--- src/rtl/apb_master_arbiter_if.sv ---
// Bundle for the two-requester APB master arbiter: requester side plus APB bus.
// Handshakes: a requester holds req high until its done pulse; APB completes an access on any cycle with PSEL & PENABLE & PREADY.
interface apb_master_arbiter_if #(
  parameter int WORD_SIZE = 32
);
  logic [1:0]                 req;
  logic [1:0]                 wr;
  logic [1:0][WORD_SIZE-1:0]  addr;
  logic [1:0][WORD_SIZE-1:0]  wdata;
  logic [1:0]                 gnt;
  logic [1:0]                 done;
  logic                       err;
  logic [WORD_SIZE-1:0]       rdata;
  logic                       PSEL;
  logic                       PENABLE;
  logic                       PWRITE;
  logic [WORD_SIZE-1:0]       PADDR;
  logic [WORD_SIZE-1:0]       PWDATA;
  logic                       PREADY;
  logic [WORD_SIZE-1:0]       PRDATA;

  modport master (
    input  req, wr, addr, wdata, PREADY, PRDATA,
    output gnt, done, err, rdata, PSEL, PENABLE, PWRITE, PADDR, PWDATA
  );

  modport slave (
    output req, wr, addr, wdata, PREADY, PRDATA,
    input  gnt, done, err, rdata, PSEL, PENABLE, PWRITE, PADDR, PWDATA
  );
endinterface

--- src/rtl/apb_master_arbiter.sv ---
// Two-requester round-robin arbiter driving a single APB master port, all outputs registered.
// Optional ACCESS timeout enabled by defining APB_TIMEOUT_EN.
module apb_master_arbiter #(
  parameter int TIMEOUT_CYCLES = 16,
  parameter int WORD_SIZE      = 32
) (
  input  logic                 CLK,
  input  logic                 nRST,
  apb_master_arbiter_if.master bus,
  output logic [1:0]           state_dbg
);

  typedef enum logic [1:0] {
    IDLE   = 2'd0,
    SETUP  = 2'd1,
    ACCESS = 2'd2,
    DONE   = 2'd3
  } state_e;

  state_e               state_q, state_d;
  logic                 owner_q, owner_d;
  logic                 last_q, last_d;
  logic [1:0]           gnt_q, gnt_d;
  logic [1:0]           done_q, done_d;
  logic [WORD_SIZE-1:0] rdata_q, rdata_d;
  logic                 psel_q, psel_d;
  logic                 penable_q, penable_d;
  logic                 pwrite_q, pwrite_d;
  logic [WORD_SIZE-1:0] paddr_q, paddr_d;
  logic [WORD_SIZE-1:0] pwdata_q, pwdata_d;
  logic                 win;

`ifdef APB_TIMEOUT_EN
  localparam int CW = $clog2(TIMEOUT_CYCLES + 1);
  logic [CW-1:0] cnt_q, cnt_d;
  logic          err_q, err_d;
`endif

  always_comb begin
    state_d   = state_q;
    owner_d   = owner_q;
    last_d    = last_q;
    gnt_d     = gnt_q;
    done_d    = done_q;
    rdata_d   = rdata_q;
    psel_d    = psel_q;
    penable_d = penable_q;
    pwrite_d  = pwrite_q;
    paddr_d   = paddr_q;
    pwdata_d  = pwdata_q;
    win       = 1'b0;
`ifdef APB_TIMEOUT_EN
    cnt_d     = cnt_q;
    err_d     = err_q;
`endif
    case (state_q)
      IDLE: begin
        // With both requesting, the one not served last goes first.
        win = (bus.req == 2'b11) ? ~last_q : bus.req[1];
        if (|bus.req) begin
          owner_d   = win;
          gnt_d     = win ? 2'b10 : 2'b01;
          pwrite_d  = bus.wr[win];
          paddr_d   = bus.addr[win];
          pwdata_d  = bus.wdata[win];
          psel_d    = 1'b1;
          penable_d = 1'b0;
          state_d   = SETUP;
        end
      end
      SETUP: begin
        penable_d = 1'b1;
        state_d   = ACCESS;
`ifdef APB_TIMEOUT_EN
        cnt_d     = '0;
`endif
      end
      ACCESS: begin
        if (bus.PREADY) begin
          psel_d    = 1'b0;
          penable_d = 1'b0;
          done_d    = gnt_q;
          if (!pwrite_q) rdata_d = bus.PRDATA;
          state_d   = DONE;
        end
`ifdef APB_TIMEOUT_EN
        // cnt_q counts finished ACCESS cycles, so this is the last allowed one.
        else if (cnt_q == CW'(TIMEOUT_CYCLES - 1)) begin
          psel_d    = 1'b0;
          penable_d = 1'b0;
          done_d    = gnt_q;
          err_d     = 1'b1;
          rdata_d   = '0;
          state_d   = DONE;
        end else begin
          cnt_d = cnt_q + CW'(1);
        end
`endif
      end
      DONE: begin
        done_d  = 2'b00;
        gnt_d   = 2'b00;
        last_d  = owner_q;
        state_d = IDLE;
`ifdef APB_TIMEOUT_EN
        err_d   = 1'b0;
`endif
      end
      default: state_d = IDLE;
    endcase
  end

  always_ff @(posedge CLK or negedge nRST) begin
    if (!nRST) begin
      state_q   <= IDLE;
      owner_q   <= 1'b0;
      last_q    <= 1'b1;
      gnt_q     <= 2'b00;
      done_q    <= 2'b00;
      rdata_q   <= '0;
      psel_q    <= 1'b0;
      penable_q <= 1'b0;
      pwrite_q  <= 1'b0;
      paddr_q   <= '0;
      pwdata_q  <= '0;
`ifdef APB_TIMEOUT_EN
      cnt_q     <= '0;
      err_q     <= 1'b0;
`endif
    end else begin
      state_q   <= state_d;
      owner_q   <= owner_d;
      last_q    <= last_d;
      gnt_q     <= gnt_d;
      done_q    <= done_d;
      rdata_q   <= rdata_d;
      psel_q    <= psel_d;
      penable_q <= penable_d;
      pwrite_q  <= pwrite_d;
      paddr_q   <= paddr_d;
      pwdata_q  <= pwdata_d;
`ifdef APB_TIMEOUT_EN
      cnt_q     <= cnt_d;
      err_q     <= err_d;
`endif
    end
  end

  assign bus.gnt     = gnt_q;
  assign bus.done    = done_q;
  assign bus.rdata   = rdata_q;
  assign bus.PSEL    = psel_q;
  assign bus.PENABLE = penable_q;
  assign bus.PWRITE  = pwrite_q;
  assign bus.PADDR   = paddr_q;
  assign bus.PWDATA  = pwdata_q;
  assign state_dbg   = state_q;
`ifdef APB_TIMEOUT_EN
  assign bus.err     = err_q;
`else
  assign bus.err     = 1'b0;
`endif

endmodule
--- src/flat_wrapper.sv ---
// flat-port wrapper written by rule: the top's interface ports become plain ports
module apb_master_arbiter_flat 
#(
  parameter int TIMEOUT_CYCLES = 16,
  parameter int WORD_SIZE      = 32
)
  (CLK, nRST, state_dbg, bus_req, bus_wr, bus_addr, bus_wdata, bus_PREADY, bus_PRDATA, bus_gnt, bus_done, bus_err, bus_rdata, bus_PSEL, bus_PENABLE, bus_PWRITE, bus_PADDR, bus_PWDATA);
  apb_master_arbiter_if #(.WORD_SIZE(WORD_SIZE)) bus_i ();
  input  logic CLK;
  input  logic nRST;
  output logic [1:0] state_dbg;
  input wire logic [$bits(bus_i.req)-1:0] bus_req;
  input wire logic [$bits(bus_i.wr)-1:0] bus_wr;
  input wire logic [$bits(bus_i.addr)-1:0] bus_addr;
  input wire logic [$bits(bus_i.wdata)-1:0] bus_wdata;
  input wire logic [$bits(bus_i.PREADY)-1:0] bus_PREADY;
  input wire logic [$bits(bus_i.PRDATA)-1:0] bus_PRDATA;
  output wire logic [$bits(bus_i.gnt)-1:0] bus_gnt;
  output wire logic [$bits(bus_i.done)-1:0] bus_done;
  output wire logic [$bits(bus_i.err)-1:0] bus_err;
  output wire logic [$bits(bus_i.rdata)-1:0] bus_rdata;
  output wire logic [$bits(bus_i.PSEL)-1:0] bus_PSEL;
  output wire logic [$bits(bus_i.PENABLE)-1:0] bus_PENABLE;
  output wire logic [$bits(bus_i.PWRITE)-1:0] bus_PWRITE;
  output wire logic [$bits(bus_i.PADDR)-1:0] bus_PADDR;
  output wire logic [$bits(bus_i.PWDATA)-1:0] bus_PWDATA;
  assign bus_i.req = bus_req;
  assign bus_i.wr = bus_wr;
  assign bus_i.addr = bus_addr;
  assign bus_i.wdata = bus_wdata;
  assign bus_i.PREADY = bus_PREADY;
  assign bus_i.PRDATA = bus_PRDATA;
  assign bus_gnt = bus_i.gnt;
  assign bus_done = bus_i.done;
  assign bus_err = bus_i.err;
  assign bus_rdata = bus_i.rdata;
  assign bus_PSEL = bus_i.PSEL;
  assign bus_PENABLE = bus_i.PENABLE;
  assign bus_PWRITE = bus_i.PWRITE;
  assign bus_PADDR = bus_i.PADDR;
  assign bus_PWDATA = bus_i.PWDATA;
  apb_master_arbiter #(.TIMEOUT_CYCLES(TIMEOUT_CYCLES), .WORD_SIZE(WORD_SIZE)) u_core (.CLK(CLK), .nRST(nRST), .bus(bus_i), .state_dbg(state_dbg));
endmodule
--- config.mk ---
export PLATFORM = sky130hd
export DESIGN_NAME = apb_master_arbiter_flat
export DESIGN_NICKNAME = d
export VERILOG_FILES = /design/src/rtl/apb_master_arbiter_if.sv /design/src/rtl/apb_master_arbiter.sv /design/src/flat_wrapper.sv
export SDC_FILE = /design/constraint.sdc
export NUM_CORES = 1
export LEC_CHECK = 0
export BUFFER_PORTS_ARGS = -buffer_cell sky130_fd_sc_hd__buf_4
export CAP_MARGIN = 0
export CORE_MARGIN = 2
export CORE_UTILIZATION = 45
export CTS_BUF_LIST = sky130_fd_sc_hd__clkbuf_4
export CTS_CLUSTER_DIAMETER = 40
export DETAILED_ROUTE_END_ITERATION = 8
export PLACE_DENSITY = 0.87
export SETUP_SLACK_MARGIN = 0.02
export SLEW_MARGIN = 10
export SYNTH_ARGS = -nofsm -noshare
export SYNTH_HDL_FRONTEND = slang
export SYNTH_SLANG_ARGS = --single-unit
--- constraint.sdc ---
create_clock -name CLK -period 3.9 [get_ports CLK]
set_clock_uncertainty 0.15 [all_clocks]
set_input_delay 0.195 -clock CLK [delete_from_list [all_inputs] [get_ports CLK]]
set_output_delay 0.195 -clock CLK [all_outputs]
set_load 0.05 [all_outputs]
==> results summary <==
The clock slew at the register clock pins of the worst setup and hold paths came out at roughly 0.16 ns. The die covers 11400 um2. IR analysis of the VDD net gives a maximum drop of 0.6193 mV. The post-synthesis share of cell area spent on full adders, half adders and majority gates is 0.01317.

The mean routed wirelength per cell came out at 18.71 um. Entering global routing, the biggest net connects 61 pins. The classification of the worst setup path is register to register. The count of cells resized by post-cts repair came out at 0. The normalized max-slew margin came out at 0.2886. Of the total synthesized cell area, the portion taken by XOR and XNOR cells is 0. In the synthesized netlist the dominant register cell turns out to be dfrtp_1. The multi-input logic area came out at 1878 um2. Counting along the longest clock path gives a buffer depth of 2.

The insertion delay to the later sink of the worst-skew pair is between 0.4 and 0.5 ns. The share of the clock period used by the worst path is 0.8394. Setup slack on the worst reg-to-reg path comes out at 0.63 ns. The worst hold path begins at bus_req[1].

The worst hold slack came out at 0.07197 ns. The post-synthesis mux area share came out at 0.08981. The synthesized instance count came out at about 430. During placement, the flow inserted port buffers numbering 271. The area of the core is 10280 um2. The final layout net count came out at 1026. In this run the critical register-to-register path is launched from u_core.state_dbg[0]. The count of different cell masters after synthesis is 33. The global placer's final weighted congestion came out at 0.7729. At the placement stage, the worst setup path has a slack of 1.367 ns. The routed layout has approximately 5300 vias. The final setup violation count is 0. The initialized floorplan defines 37 standard-cell rows.

Counting I/O delays and the setup requirement, the final critical path takes 3.274 ns. The number of clock sinks came out at 107. The tree is rooted in a clkbuf_4. The detailed-placement wirelength estimate is a little over 10 mm. Summed over all instances, the cell type with the most area after synthesis is dfrtp_1. By area, the combinational part of the netlist is dominated by compound AO/OA/AOI/OAI gates. The DRC violations left is 0. The global-route total usage across every layer came out at 0.3308.

The maximum fanout count along the critical path came out at 44. Among all cell types in the netlist, the one instantiated most often is dfrtp_1. Across the whole layout, storage elements account for 2679 um2.

The tool flagged a number of max-cap violations equal to 0. The first-pass iteration count of the detailed router came out at 5. The simple-gate area share of the yosys netlist came out at 0.1111. Dividing total power by cell area gives a power density of 911.4 nW/um2. Setup repair after global routing left no endpoint under its margin. In the final layout, the share of cells above drive strength 1 is 0.4086. The CTS tree is built.

The synthesized area is 4751 um2. The via count of the first global-routing pass is 5821. For this configuration, the core starts out at a cell density of 0.4623. The H-tree generated during clock tree synthesis spans 3 levels.

The count of nets left with antenna violations after detail routing came out at 0. The worst-case setup margin in the final layout is 0.6264 ns. By count the netlist is led by dfrtp_1 (106), a21oi_1 (71), nor2_1 (49).

The worst-case hold path end point is u_core.bus.gnt[1]. The data arrival time at the worst-slack endpoint is 3.50 ns. Compared with the post-synthesis result, the final layout area differs by 82.35%. The post-synthesis register bit count came out at 107.

The fraction of registers with async set or reset after synthesis is 1.000. The aggregate negative setup slack came out at 0 ns. The data required time at the worst endpoint came out at 4.12 ns. The number of primary I/O pins is approximately 270. In this run the worst hold path is classified as input pin to register. Of the post-synthesis cell area, the dominant cell type holds 0.5583. The depth of the most critical reg-to-reg path is 7.

The post-synthesis compound-gate area fraction came to 0.1770. The number of DRC markers after the initial detailed-route iteration is 296. The number of nets in the synthesized netlist is 606. The initial antenna violation count is 0. The final-layout fill cell count is 515. The synthesized design contains 0 enable-type register cells.

The number of vias per cell is about 5.3. The transition time of the tightest slew-check pin came out at around 1.1 ns. In this run the worst setup path begins at u_core.state_dbg[0].

The destination of the worst register-to-register timing path is u_core.bus.PWDATA[25]. The final wirelength came out at between 15 and 20 mm. Yosys printed 0 warnings. The run finished with clean final reports. For this run the aggregate overflow at the end of global routing stands at 0. The worst setup path is captured at a register.

The first global-routing pass estimated ~30 mm of wire. Of the synthesized area, sequential elements account for 0.5639. The peak clock frequency supported by timing is just over 0.3 GHz. The number of diodes came out at 0. The horizontal extent of the die came out at approximately 110 um. Dividing the synthesized area by the synthesized cell count gives 10.95 um2. The number of hold-slack violations in the final timing report came to 0.

The final count of pins violating max slew was 0. The floorplan step set the die height to 106.8 um. In this run the static leakage power is 4.215 nW. In the post-synthesis netlist, the biggest area contributors are dfrtp_1 (56%), mux2_2 (8.3%), a21oi_1 (7.5%). The hold path depth is 4. The number of buffers added by the clock tree synthesis step came out at 9. STA classifies the critical path startpoint as a register.
cells by family (layout without fill, tap and decap cells):
| logic type | after synthesis | in the layout |
|---|---|---|
| AOI/OAI and AO/OA | 124 | 124 |
| adders and majority gates | 5 | 5 |
| buffers and inverters | 38 | 463 |
| DFF | 107 | 107 |
| muxes | 38 | 38 |
| other | 1 | 1 |
| and+or+nand+nor | 121 | 121 |
power breakdown:
part	switching (mW)	internal (mW)
registers	0.369	1.66
clock network	0.371	0.324
logic	3.15	2.02
sequential cells by signal, summed over array words and instances, names as in the netlist:
| signal | count |
|---|---|
| u_core.bus.PADDR | 32 |
| u_core.bus.PWDATA | 32 |
| u_core.bus.rdata | 32 |
| u_core.bus.done | 2 |
| u_core.bus.gnt | 2 |
| u_core.state_dbg | 2 |
| u_core.bus.PENABLE | 1 |
| u_core.bus.PSEL | 1 |
| u_core.bus.PWRITE | 1 |
| u_core.last_q | 1 |
| u_core.owner_q | 1 |
worst max path at each step:
stage / cells after the start / end / slack, ns
after floorplan: 6 / u_core.bus.rdata[10] / 1.74
after global placement: 6 / u_core.bus.PSEL / 1.48
after detailed placement: 6 / u_core.bus.PADDR[8] / 1.37
after CTS: 7 / u_core.bus.PWDATA[31] / 0.79
after global routing: 7 / u_core.bus.PADDR[5] / 0.41
final: 7 / u_core.bus.PWDATA[25] / 0.63
what timing repair did:
action | in CTS | in global routing
hold buffers | 165 | 0
setup buffers | 0 | 0
endpoints found under the hold margin | 207 | 0
critical path, stage by stage, from the launching register on:
cell and delay [ns]:
dfrtp_1 0.45, inv_1 0.13, ha_1 0.47, buf_4 0.31
o21a_2 0.76, nor2_1 0.11, a21oi_1 0.18, dlygate4sd3_1 0.62
per-layer routing:
metal | part of all wire | vias to the layer above | track usage
met5 | 0 | - | 0
met1 | 0.35 | 2560 | 0.3567
met4 | 0.053 | 0 | 0.1967
li1 | - | 2358 | -
met3 | 0.078 | 83 | 0.08328
met2 | 0.52 | 319 | 0.5842
cell type report:
class,instances,share of cell area
inverters,4,0.001733
clock inverters,7,0.01329
clock buffers,9,0.007799
repair buffers,443,0.4315
flip-flops and latches,107,0.3092
well taps,136,0.01964
multi-input cells,289,0.2168
through the flow:
step,instances,util,power [mW],cell area (um2)
after floorplan,434,-,4.983,4751
after global placement,814,0.6645,6.228,6829
after detailed placement,814,0.6645,6.333,6829
after CTS,995,0.8430,7.729,8663
after global routing,995,0.8430,8.246,8663
final,995,0.8430,7.896,8663
cell usage in the layout (no fill, tap or decap), drive strengths merged, types with 2 or more instances in the layout:
master       Yosys  layout
and3            22      22
clkbuf           7       9
o21ai            2       2
nand2b           3       3
a221o           22      22
buf             27     278
dfrtp          106     106
bufinv           0       3
clkinv           0       2
nand2           43      43
a21oi           89      89
nor2b            3       3
ha               5       5
nor2            49      49
a22o             3       3
mux2            37      37
a21boi           2       2
inv              4       5
dlygate4sd3      0     165
Power figures use the tool's default switching activity.
